===== config.mk =====
export PLATFORM = sky130hd
export DESIGN_NAME = hoop_shot_judge_flat
export DESIGN_NICKNAME = d
export VERILOG_FILES = /design/src/rtl/hoop_shot_judge_if.sv /design/src/rtl/hoop_shot_judge.sv /design/src/flat_wrapper.sv
export SDC_FILE = /design/constraint.sdc
export NUM_CORES = 1
export LEC_CHECK = 0
export BUFFER_PORTS_ARGS = -buffer_cell sky130_fd_sc_hd__buf_2
export CORE_UTILIZATION = 57
export CTS_CLUSTER_DIAMETER = 60
export CTS_CLUSTER_SIZE = 12
export DETAILED_ROUTE_END_ITERATION = 8
export HOLD_SLACK_MARGIN = 0.12
export MAX_ROUTING_LAYER = met4
export PLACE_DENSITY_LB_ADDON = 0.12
export SYNTH_ARGS = -nofsm -noshare
export SYNTH_HDL_FRONTEND = slang
export SYNTH_SLANG_ARGS = --single-unit

===== constraint.sdc =====
create_clock -name clk -period 5.2 [get_ports clk]
set_clock_uncertainty 0.05 [all_clocks]
set_input_delay 0.78 -clock clk [delete_from_list [all_inputs] [get_ports clk]]
set_output_delay 0.78 -clock clk [all_outputs]
set_load 0.03 [all_outputs]

===== src/rtl/hoop_shot_judge_if.sv =====
// Ball-sample / score bundle between the ball physics block, the shot judge and the hoop renderer.
// master drives the per-frame ball samples and shot release; slave is the judge.
interface hoop_shot_judge_if;
  logic        frame_tick;
  logic        shot_start;
  logic        ball_valid;
  logic [9:0]  ball_x;
  logic [9:0]  ball_y;
  logic [7:0]  score_bcd;
  logic [11:0] hoop_rgb;
  logic        made_pulse;
  logic        miss_pulse;
  logic [3:0]  streak;
  logic        busy;

  modport master (
    output frame_tick, shot_start, ball_valid, ball_x, ball_y,
    input  score_bcd, hoop_rgb, made_pulse, miss_pulse, streak, busy
  );

  modport slave (
    input  frame_tick, shot_start, ball_valid, ball_x, ball_y,
    output score_bcd, hoop_rgb, made_pulse, miss_pulse, streak, busy
  );
endinterface


===== src/rtl/hoop_shot_judge.sv =====
// Per-frame shot sequencer: judges make/miss, keeps a saturating BCD score, flashes the rim after a make.
// All outputs registered, decisions visible 1 clk after the deciding edge; no backpressure. Option: HOOP_STREAK_EN.
module hoop_shot_judge #(
  parameter int unsigned HOOP_X_L       = 620,
  parameter int unsigned HOOP_X_R       = 630,
  parameter int unsigned HOOP_Y_T       = 97,
  parameter int unsigned HOOP_Y_B       = 100,
  parameter int unsigned FLASH_FRAMES   = 32,
  parameter int unsigned TIMEOUT_FRAMES = 600
) (
  input  logic          clk,
  input  logic          reset,
  hoop_shot_judge_if.slave bus
);

  typedef enum logic [2:0] {
    S_IDLE,
    S_ARMED,
    S_ABOVE,
    S_MADE,
    S_MISS,
    S_FLASH
  } state_t;

  localparam int unsigned CW = 10;
  localparam logic [CW-1:0] TIMEOUT_LAST = CW'(TIMEOUT_FRAMES - 1);
  localparam logic [CW-1:0] FLASH_LAST   = CW'(FLASH_FRAMES - 1);
  localparam logic [11:0]   RGB_RED      = 12'hF00;
  localparam logic [11:0]   RGB_WHITE    = 12'hFFF;

  state_t         state_q;
  logic [CW-1:0]  cnt_q;
  logic [7:0]     score_q;
  logic [11:0]    rgb_q;
  logic           made_q;
  logic           miss_q;
  logic           busy_q;

  logic           in_x;
  logic           above_rim;
  logic           below_rim;
  logic [CW-1:0]  cnt_inc;
  logic [3:0]     points_d;
  logic [3:0]     units_sum;
  logic [3:0]     tens_sum;
  logic [7:0]     score_d;

  assign in_x      = (bus.ball_x >= 10'(HOOP_X_L)) && (bus.ball_x <= 10'(HOOP_X_R));
  assign above_rim = bus.ball_y < 10'(HOOP_Y_T);
  assign below_rim = bus.ball_y > 10'(HOOP_Y_B);
  assign cnt_inc   = cnt_q + CW'(1);

`ifdef HOOP_STREAK_EN
  logic [3:0] streak_q;
  logic [3:0] streak_d;

  assign streak_d = (streak_q == 4'd15) ? 4'd15 : streak_q + 4'd1;
  assign points_d = (streak_d >= 4'd3) ? 4'd2 : 4'd1;

  always_ff @(posedge clk or posedge reset) begin
    if (reset) begin
      streak_q <= 4'd0;
    end else if (state_q == S_MADE) begin
      streak_q <= streak_d;
    end else if (state_q == S_MISS) begin
      streak_q <= 4'd0;
    end
  end

  assign bus.streak = streak_q;
`else
  assign points_d   = 4'd1;
  assign bus.streak = 4'd0;
`endif

  // Points never exceed 2, so one units carry suffices; a tens overflow clamps to 99.
  always_comb begin
    units_sum = score_q[3:0] + points_d;
    tens_sum  = score_q[7:4];
    if (units_sum > 4'd9) begin
      units_sum = units_sum - 4'd10;
      tens_sum  = tens_sum + 4'd1;
    end
    score_d = (tens_sum > 4'd9) ? 8'h99 : {tens_sum, units_sum};
  end

  always_ff @(posedge clk or posedge reset) begin
    if (reset) begin
      state_q <= S_IDLE;
      cnt_q   <= '0;
      score_q <= 8'h00;
      rgb_q   <= RGB_RED;
      made_q  <= 1'b0;
      miss_q  <= 1'b0;
      busy_q  <= 1'b0;
    end else begin
      made_q <= 1'b0;
      miss_q <= 1'b0;
      case (state_q)
        S_IDLE: begin
          if (bus.shot_start) begin
            state_q <= S_ARMED;
            cnt_q   <= '0;
            busy_q  <= 1'b1;
          end
        end

        S_ARMED, S_ABOVE: begin
          if (bus.shot_start) begin
            state_q <= S_ARMED;
            cnt_q   <= '0;
          end else if (bus.frame_tick) begin
            if (!bus.ball_valid || (cnt_q == TIMEOUT_LAST)) begin
              state_q <= S_MISS;
              miss_q  <= 1'b1;
              busy_q  <= 1'b0;
            end else if ((state_q == S_ABOVE) && in_x && below_rim) begin
              state_q <= S_MADE;
              made_q  <= 1'b1;
              busy_q  <= 1'b0;
            end else begin
              // The shot timer keeps running across ARMED/ABOVE hops so a rim rattle cannot stall it.
              cnt_q <= cnt_inc;
              if ((state_q == S_ARMED) && in_x && above_rim) begin
                state_q <= S_ABOVE;
              end else if ((state_q == S_ABOVE) && !in_x) begin
                state_q <= S_ARMED;
              end
            end
          end
        end

        S_MADE: begin
          score_q <= score_d;
          cnt_q   <= '0;
          rgb_q   <= RGB_RED;
          state_q <= S_FLASH;
          busy_q  <= 1'b1;
        end

        S_MISS: begin
          state_q <= S_IDLE;
        end

        S_FLASH: begin
          if (bus.frame_tick) begin
            if (cnt_q == FLASH_LAST) begin
              state_q <= S_IDLE;
              cnt_q   <= '0;
              rgb_q   <= RGB_RED;
              busy_q  <= 1'b0;
            end else begin
              cnt_q <= cnt_inc;
              rgb_q <= cnt_inc[2] ? RGB_WHITE : RGB_RED;
            end
          end
        end

        default: begin
          state_q <= S_IDLE;
          busy_q  <= 1'b0;
        end
      endcase
    end
  end

  assign bus.score_bcd  = score_q;
  assign bus.hoop_rgb   = rgb_q;
  assign bus.made_pulse = made_q;
  assign bus.miss_pulse = miss_q;
  assign bus.busy       = busy_q;

endmodule

===== src/flat_wrapper.sv =====
// flat-port wrapper written by rule: the top's interface ports become plain ports
module hoop_shot_judge_flat 
#(
  parameter int unsigned HOOP_X_L       = 620,
  parameter int unsigned HOOP_X_R       = 630,
  parameter int unsigned HOOP_Y_T       = 97,
  parameter int unsigned HOOP_Y_B       = 100,
  parameter int unsigned FLASH_FRAMES   = 32,
  parameter int unsigned TIMEOUT_FRAMES = 600
)
  (clk, reset, bus_frame_tick, bus_shot_start, bus_ball_valid, bus_ball_x, bus_ball_y, bus_score_bcd, bus_hoop_rgb, bus_made_pulse, bus_miss_pulse, bus_streak, bus_busy);
  hoop_shot_judge_if bus_i ();
  input  logic clk;
  input  logic reset;
  input wire logic [$bits(bus_i.frame_tick)-1:0] bus_frame_tick;
  input wire logic [$bits(bus_i.shot_start)-1:0] bus_shot_start;
  input wire logic [$bits(bus_i.ball_valid)-1:0] bus_ball_valid;
  input wire logic [$bits(bus_i.ball_x)-1:0] bus_ball_x;
  input wire logic [$bits(bus_i.ball_y)-1:0] bus_ball_y;
  output wire logic [$bits(bus_i.score_bcd)-1:0] bus_score_bcd;
  output wire logic [$bits(bus_i.hoop_rgb)-1:0] bus_hoop_rgb;
  output wire logic [$bits(bus_i.made_pulse)-1:0] bus_made_pulse;
  output wire logic [$bits(bus_i.miss_pulse)-1:0] bus_miss_pulse;
  output wire logic [$bits(bus_i.streak)-1:0] bus_streak;
  output wire logic [$bits(bus_i.busy)-1:0] bus_busy;
  assign bus_i.frame_tick = bus_frame_tick;
  assign bus_i.shot_start = bus_shot_start;
  assign bus_i.ball_valid = bus_ball_valid;
  assign bus_i.ball_x = bus_ball_x;
  assign bus_i.ball_y = bus_ball_y;
  assign bus_score_bcd = bus_i.score_bcd;
  assign bus_hoop_rgb = bus_i.hoop_rgb;
  assign bus_made_pulse = bus_i.made_pulse;
  assign bus_miss_pulse = bus_i.miss_pulse;
  assign bus_streak = bus_i.streak;
  assign bus_busy = bus_i.busy;
  hoop_shot_judge #(.HOOP_X_L(HOOP_X_L), .HOOP_X_R(HOOP_X_R), .HOOP_Y_T(HOOP_Y_T), .HOOP_Y_B(HOOP_Y_B), .FLASH_FRAMES(FLASH_FRAMES), .TIMEOUT_FRAMES(TIMEOUT_FRAMES)) u_core (.clk(clk), .reset(reset), .bus(bus_i));
endmodule

# Word-level counts from Yosys, hierarchy flattened
# Index checks and enable logic that the tools add are counted.
# classes
n_bitwise,1
n_reduce_logical,17
eq_ne,17
addsub,4
muxes,42
order_cmp,6
# ops
op,n
10-bit two-way mux,7
10-bit one-hot mux with 4 select lines,1
3-bit two-way mux,9
12-bit two-way mux,2
12-bit one-hot mux with 2 select lines,1
1-bit two-way mux,16
8-bit two-way mux,2
3-bit one-hot mux with 4 select lines,1
"10-bit by 1-bit adder with 10-bit output, second input constant",1
"10-bit == test, second input constant",1
"10-bit by 5-bit == test with 1-bit output, second input constant",1
"10-bit greater-or-equal comparator, second input constant",1
"10-bit by 7-bit greater-than comparator with 1-bit output, second input constant",1
"10-bit <= comparator, second input constant",1
"10-bit by 7-bit less-than comparator with 1-bit output, second input constant",1
"3-bit inequality test, second input constant",3
"4-bit by 1-bit adder with 4-bit output, second input constant",2
"4-bit greater-than comparator, second input constant",2
4-bit two-way mux,2
"2-bit inequality test, second input constant",4
7-bit AND reduction,1
"3-bit by 2-bit == test with 1-bit output, second input constant",2
"3-bit == test, second input constant",2
1-bit logical AND,6
other kinds (16),17
# word_totals
input_bits,25
out_inout_bits,27
regBits,36
elab_cells,94

# Logic depth before layout (Yosys ltp)
# logic_depth
word_depth,11
depth_mapped,8
ltp_nobuf,7

# Least setup slack after synthesis
# OpenSTA, ideal clock, no wires.
# synth_timing
path_kind,input-to-reg
startpoint,in bus_ball_y[4]
endpoint,reg u_core.state_q[0]
path_slack_ns,3.043
cell_stages,5
t_arrival_ns,1.966
required_time_ns,5.008
setup_ns,0.142
n_path_buf,0
path_cell_list,or4_1 o211ai_1 nand4_1 a311oi_1 o221ai_1
# synth_via
elab_chain_len,8
word_cells_on_any_way,12
classes_between,order compare (2); eq/ne (1); mux (6); reduce/logical (3)
# synth_rtl
element,line,text
"start, declared",flat_wrapper.sv:19,input wire logic [$bits(bus_i.ball_y)-1:0] bus_ball_y;
10-bit by 7-bit less-than comparator with 1-bit output,hoop_shot_judge.sv:49,assign above_rim = bus.ball_y < 10'(HOOP_Y_T);
1-bit logical AND,hoop_shot_judge.sv:124,if ((state_q == S_ARMED) && in_x && above_rim) begin
3-bit two-way mux,hoop_shot_judge.sv:124,
3-bit two-way mux,hoop_shot_judge.sv:117,end else if ((state_q == S_ABOVE) && in_x && below_rim) begin
3-bit two-way mux,hoop_shot_judge.sv:113,if (!bus.ball_valid || (cnt_q == TIMEOUT_LAST)) begin
3-bit two-way mux,hoop_shot_judge.sv:112,end else if (bus.frame_tick) begin
3-bit two-way mux,hoop_shot_judge.sv:109,if (bus.shot_start) begin
3-bit one-hot mux with 4 select lines,hoop_shot_judge.sv:99,case (state_q)
"end signal, assigned",hoop_shot_judge.sv:102,state_q <= S_ARMED;
"end signal, assigned",hoop_shot_judge.sv:110,state_q <= S_ARMED;
"end signal, assigned",hoop_shot_judge.sv:114,state_q <= S_MISS;
"end, declared",hoop_shot_judge.sv:31,state_t state_q;
# Parallel ways exist; a longest one is shown, timed or not. The select of a mux whose other input is x is not followed.
# A chain may end at the register's enable or synchronous reset.

# Worst setup path after layout
# layout_timing
startpoint,reg u_core.state_q[1]
endpoint,reg u_core.cnt_q[1]
# layout_via
elab_chain_len,5
word_cells_on_any_way,16
classes_between,eq/ne (9); mux (1); reduce/logical (6)
# layout_rtl
element,line,text
"start signal, assigned",hoop_shot_judge.sv:89,state_q <= S_IDLE;
"start signal, assigned",hoop_shot_judge.sv:102,
"start signal, assigned",hoop_shot_judge.sv:110,
3-bit by 2-bit == test with 1-bit output,"hoop_shot_judge.sv:99, hoop_shot_judge.sv:117",
1-bit logical AND (2 in series),hoop_shot_judge.sv:117,
3-bit inequality test (no source line),n/a,
6-bit AND reduction (no source line),n/a,
"end signal, assigned",hoop_shot_judge.sv:123,cnt_q <= cnt_inc;
"end signal, assigned",hoop_shot_judge.sv:153,cnt_q <= cnt_inc;
"end, declared",hoop_shot_judge.sv:32,logic [CW-1:0] cnt_q;
# Parallel ways exist; a longest one is shown, timed or not.

==> impl_metrics.tcl <==
set metrics [dict create \
    antenna_found_initial 0 \
    h-tree-depth 1 \
    slew_headroom 0.406 \
    route.detailed.drc 0 \
    yosys_most_used_dff "dfrtp_1" \
    grt_setup_unrepaired "no" \
    cts_buffer_depth 2 \
    powerDensity_mw_per_mm2 244 \
    setup_slack_ns 2.92 \
    root_buffer "clkbuf_4" \
    wirelength_um 4040 \
    worst-setup-path-type "register to register" \
    dieArea_mm2 0.00368 \
    min_path_type "register to register" \
    wl_met2_um 1870 \
    ys_types 58 \
    yosys.area.top_type_share 0.319 \
    nFillCells 280 \
    holdBufCountCts 0 \
    grt_pass1_vias 1485 \
    ant_nets 0 \
    grt.total_usage 0.243 \
    fp.dieW_um 60.7 \
    internal_power_uw 308 \
    cp-end-kind "register" \
    post_drt_wl_per_cell_um 13.5 \
    final_util 0.673 \
    finalNetCount 286 \
    finalCritPeriodShare 0.439 \
    die_height_um 60.7 \
    startpoint_type "register" \
    worst_slew_pin_slew_ns 0.890 \
    clkPwrFrac 0.162 \
    grt_pass1_wl_um 6560 \
    yosysSeqAreaShare 0.319 \
    diodes 0 \
    max-cap-violations 0 \
    dpl.cell_count 295 \
    fmaxAchievable_mhz 438 \
    async_flop_share 1.00 \
    dp_hpwl_um 3130 \
    status "complete, no violations" \
    ys.warnings.count 0 \
    final-seq-area_um2 626 \
    cp_cell_sequence "nor2b_1, a21oi_1, o22ai_1, and3_4, mux2i_1" \
    drive_above_1_share 0.231 \
    drt-met1-wl_um 1940 \
    multi_input_comb_area_mm2 0.00115 \
    avgSynthCellArea_um2 8.64 \
    cts_setup_buffers 0 \
    synth_edf_count 0 \
    cts_tree "done" \
    slew_violations 0 \
    area_growth_pct 8.17 \
    combPwrFrac 0.382 \
    cp_num_buf_inv 0 \
    numCtsBuffers 3 \
    gp_congestion 0.929 \
    finalHoldViolCount 0 \
    tns_ns 0 \
    coreArea_mm2 0.00315 \
    clock-sinks 25 \
    synth_area_leaders "dfrtp_1 32%, buf_4 5.7%, nand2_1 3.3%, ha_1 3.2%, a32o_1 3.1%" \
    p_sw_frac 0.405 \
    clock_latency_ns 0.32 \
    stdcell_count 299 \
    seqPwrFrac 0.456 \
    cp_top_family "simple AND/OR/NAND/NOR gates" \
    power_switching_uw 209 \
    cp.arrival_ns 2.48 \
    yosys_register_bits 25 \
    fin_hold_ws_ns 0.461 \
    synth_cells 227 \
    grt_max_degree 26 \
    vias_per_cell 6.05 \
    rows 20 \
    ctsResizeCount 0 \
    vias 1808 \
    setup_violations 0 \
    synth_top_area_cell "dfrtp_1" \
    max_stage_delay_ns 0.64 \
    pre_cts_slack_ns 2.64 \
    drtIter0Drc 107 \
    crit_required_ns 5.40 \
    vdd_ir_drop_max_uv 219 \
    start_util 0.622 \
    grt-ovfl-total 0 \
    cp_max_fo 15 \
    highest_layer "met4" \
    clk_pin_slew_ns 0.12 \
    dr_wl_met3_um 212 \
    cp_slowest_cell "dfrtp_1" \
    port_buffers 43 \
    io_pins 52 \
    dr.pass1.iters 4 \
    leakage_nw 1.02 \
    synth_area_mm2 0.00196 \
    period_minus_slack_ns 2.28 \
]
==> final timing paths <==
check | from | end | slack (ns) | cells after the start
hold / removal | u_core.cnt_q[0] | u_core.cnt_q[0] | 0.46 | 1
max in group asynchronous | reset | u_core.bus.score_bcd[5] | 3.98 | 2
min in group asynchronous | reset | u_core.bus.score_bcd[4] | 0.58 | 2
hold reg to reg | u_core.cnt_q[0] | u_core.cnt_q[0] | 0.46 | 1
setup / recovery | u_core.state_q[1] | u_core.cnt_q[1] | 2.92 | 5
setup reg to reg | u_core.state_q[1] | u_core.cnt_q[1] | 2.92 | 5
==> per-stage QoR <==
step,power (mW),instance area [um^2]
floorplan,0.413,1980
global placement,0.434,2090
detailed placement,0.436,2090
CTS,0.520,2120
global route,0.552,2120
finish,0.517,2120
==> state kept, by name, summed over array words and instances (netlist names) <==
register,flops
u_core.bus.busy,1
u_core.bus.made_pulse,1
u_core.cnt_q,10
u_core.bus.score_bcd,8
u_core.bus.miss_pulse,1
u_core.bus.hoop_rgb,1
u_core.state_q,3
==> logic make-up (layout without fill, tap and decap cells) <==
| family | count (synthesis) | after routing | synth area share |
|---|---|---|---|
| xor gates and xnor gates | 7 | 7 | 0.0313 |
| DFF | 25 | 25 | 0.319 |
| adders and majority gates | 6 | 6 | 0.0370 |
| muxes | 3 | 3 | 0.0160 |
| buffers and inverters | 37 | 59 | 0.104 |
| AOI/OAI and AO/OA | 59 | 59 | 0.227 |
| and+or+nand+nor | 88 | 88 | 0.262 |
| other | 2 | 8 | 0.00383 |
==> layer usage <==
| layer | vias up | track usage |
|---|---|---|
| met5 | - | - |
| met4 | 0 | 0.0325 |
| met3 | 2 | 0.0469 |
| met2 | 68 | 0.380 |
| met1 | 850 | 0.336 |
| li1 | 888 | - |
==> power by group through the flow <==
stage                     Combinational [mW]  Clock, mW  Sequential [mW]
after floorplan                        0.170          0            0.243
after global placement                 0.195          0            0.239
after detailed placement               0.196          0            0.240
after CTS                              0.197     0.0873            0.236
after global routing                   0.215     0.0977            0.239
final                                  0.197     0.0838            0.236
==> synthesized netlist by cell type, types with 4 or more instances <==
cell and instances:
nand2_1 17, nand3_1 5, clkbuf_1 8, or2_2 5, o2111ai_1 5, nor2b_1 5, ha_1 5, nor2_1 13
buf_4 15, inv_1 12, xnor2_1 4, a21oi_1 9, a32o_1 6, dfrtp_1 25, o21ai_0 8, nor3_1 4
o211ai_1 4, nand4_1 9, a31oi_1 5, and3_1 7
==> cells in the final DEF (no fill, tap or decap), types with 6 or more instances in the layout <==
master and count:
buf_2 43, inv_1 12, nand4_1 9, nand2_1 17, dfrtp_1 25, a21oi_1 9, o21ai_0 8, a32o_1 6
and3_1 7, nor2_1 13, conb_1 8
==> area by class of cell <==
cell class / instances / area share
multi-input combinational: 171 / 0.544
sequential: 25 / 0.295
timing repair buffer: 43 / 0.101
tap: 44 / 0.0260
inverter: 12 / 0.0212
clock buffer: 4 / 0.0124
Power figures use the tool's default switching activity.
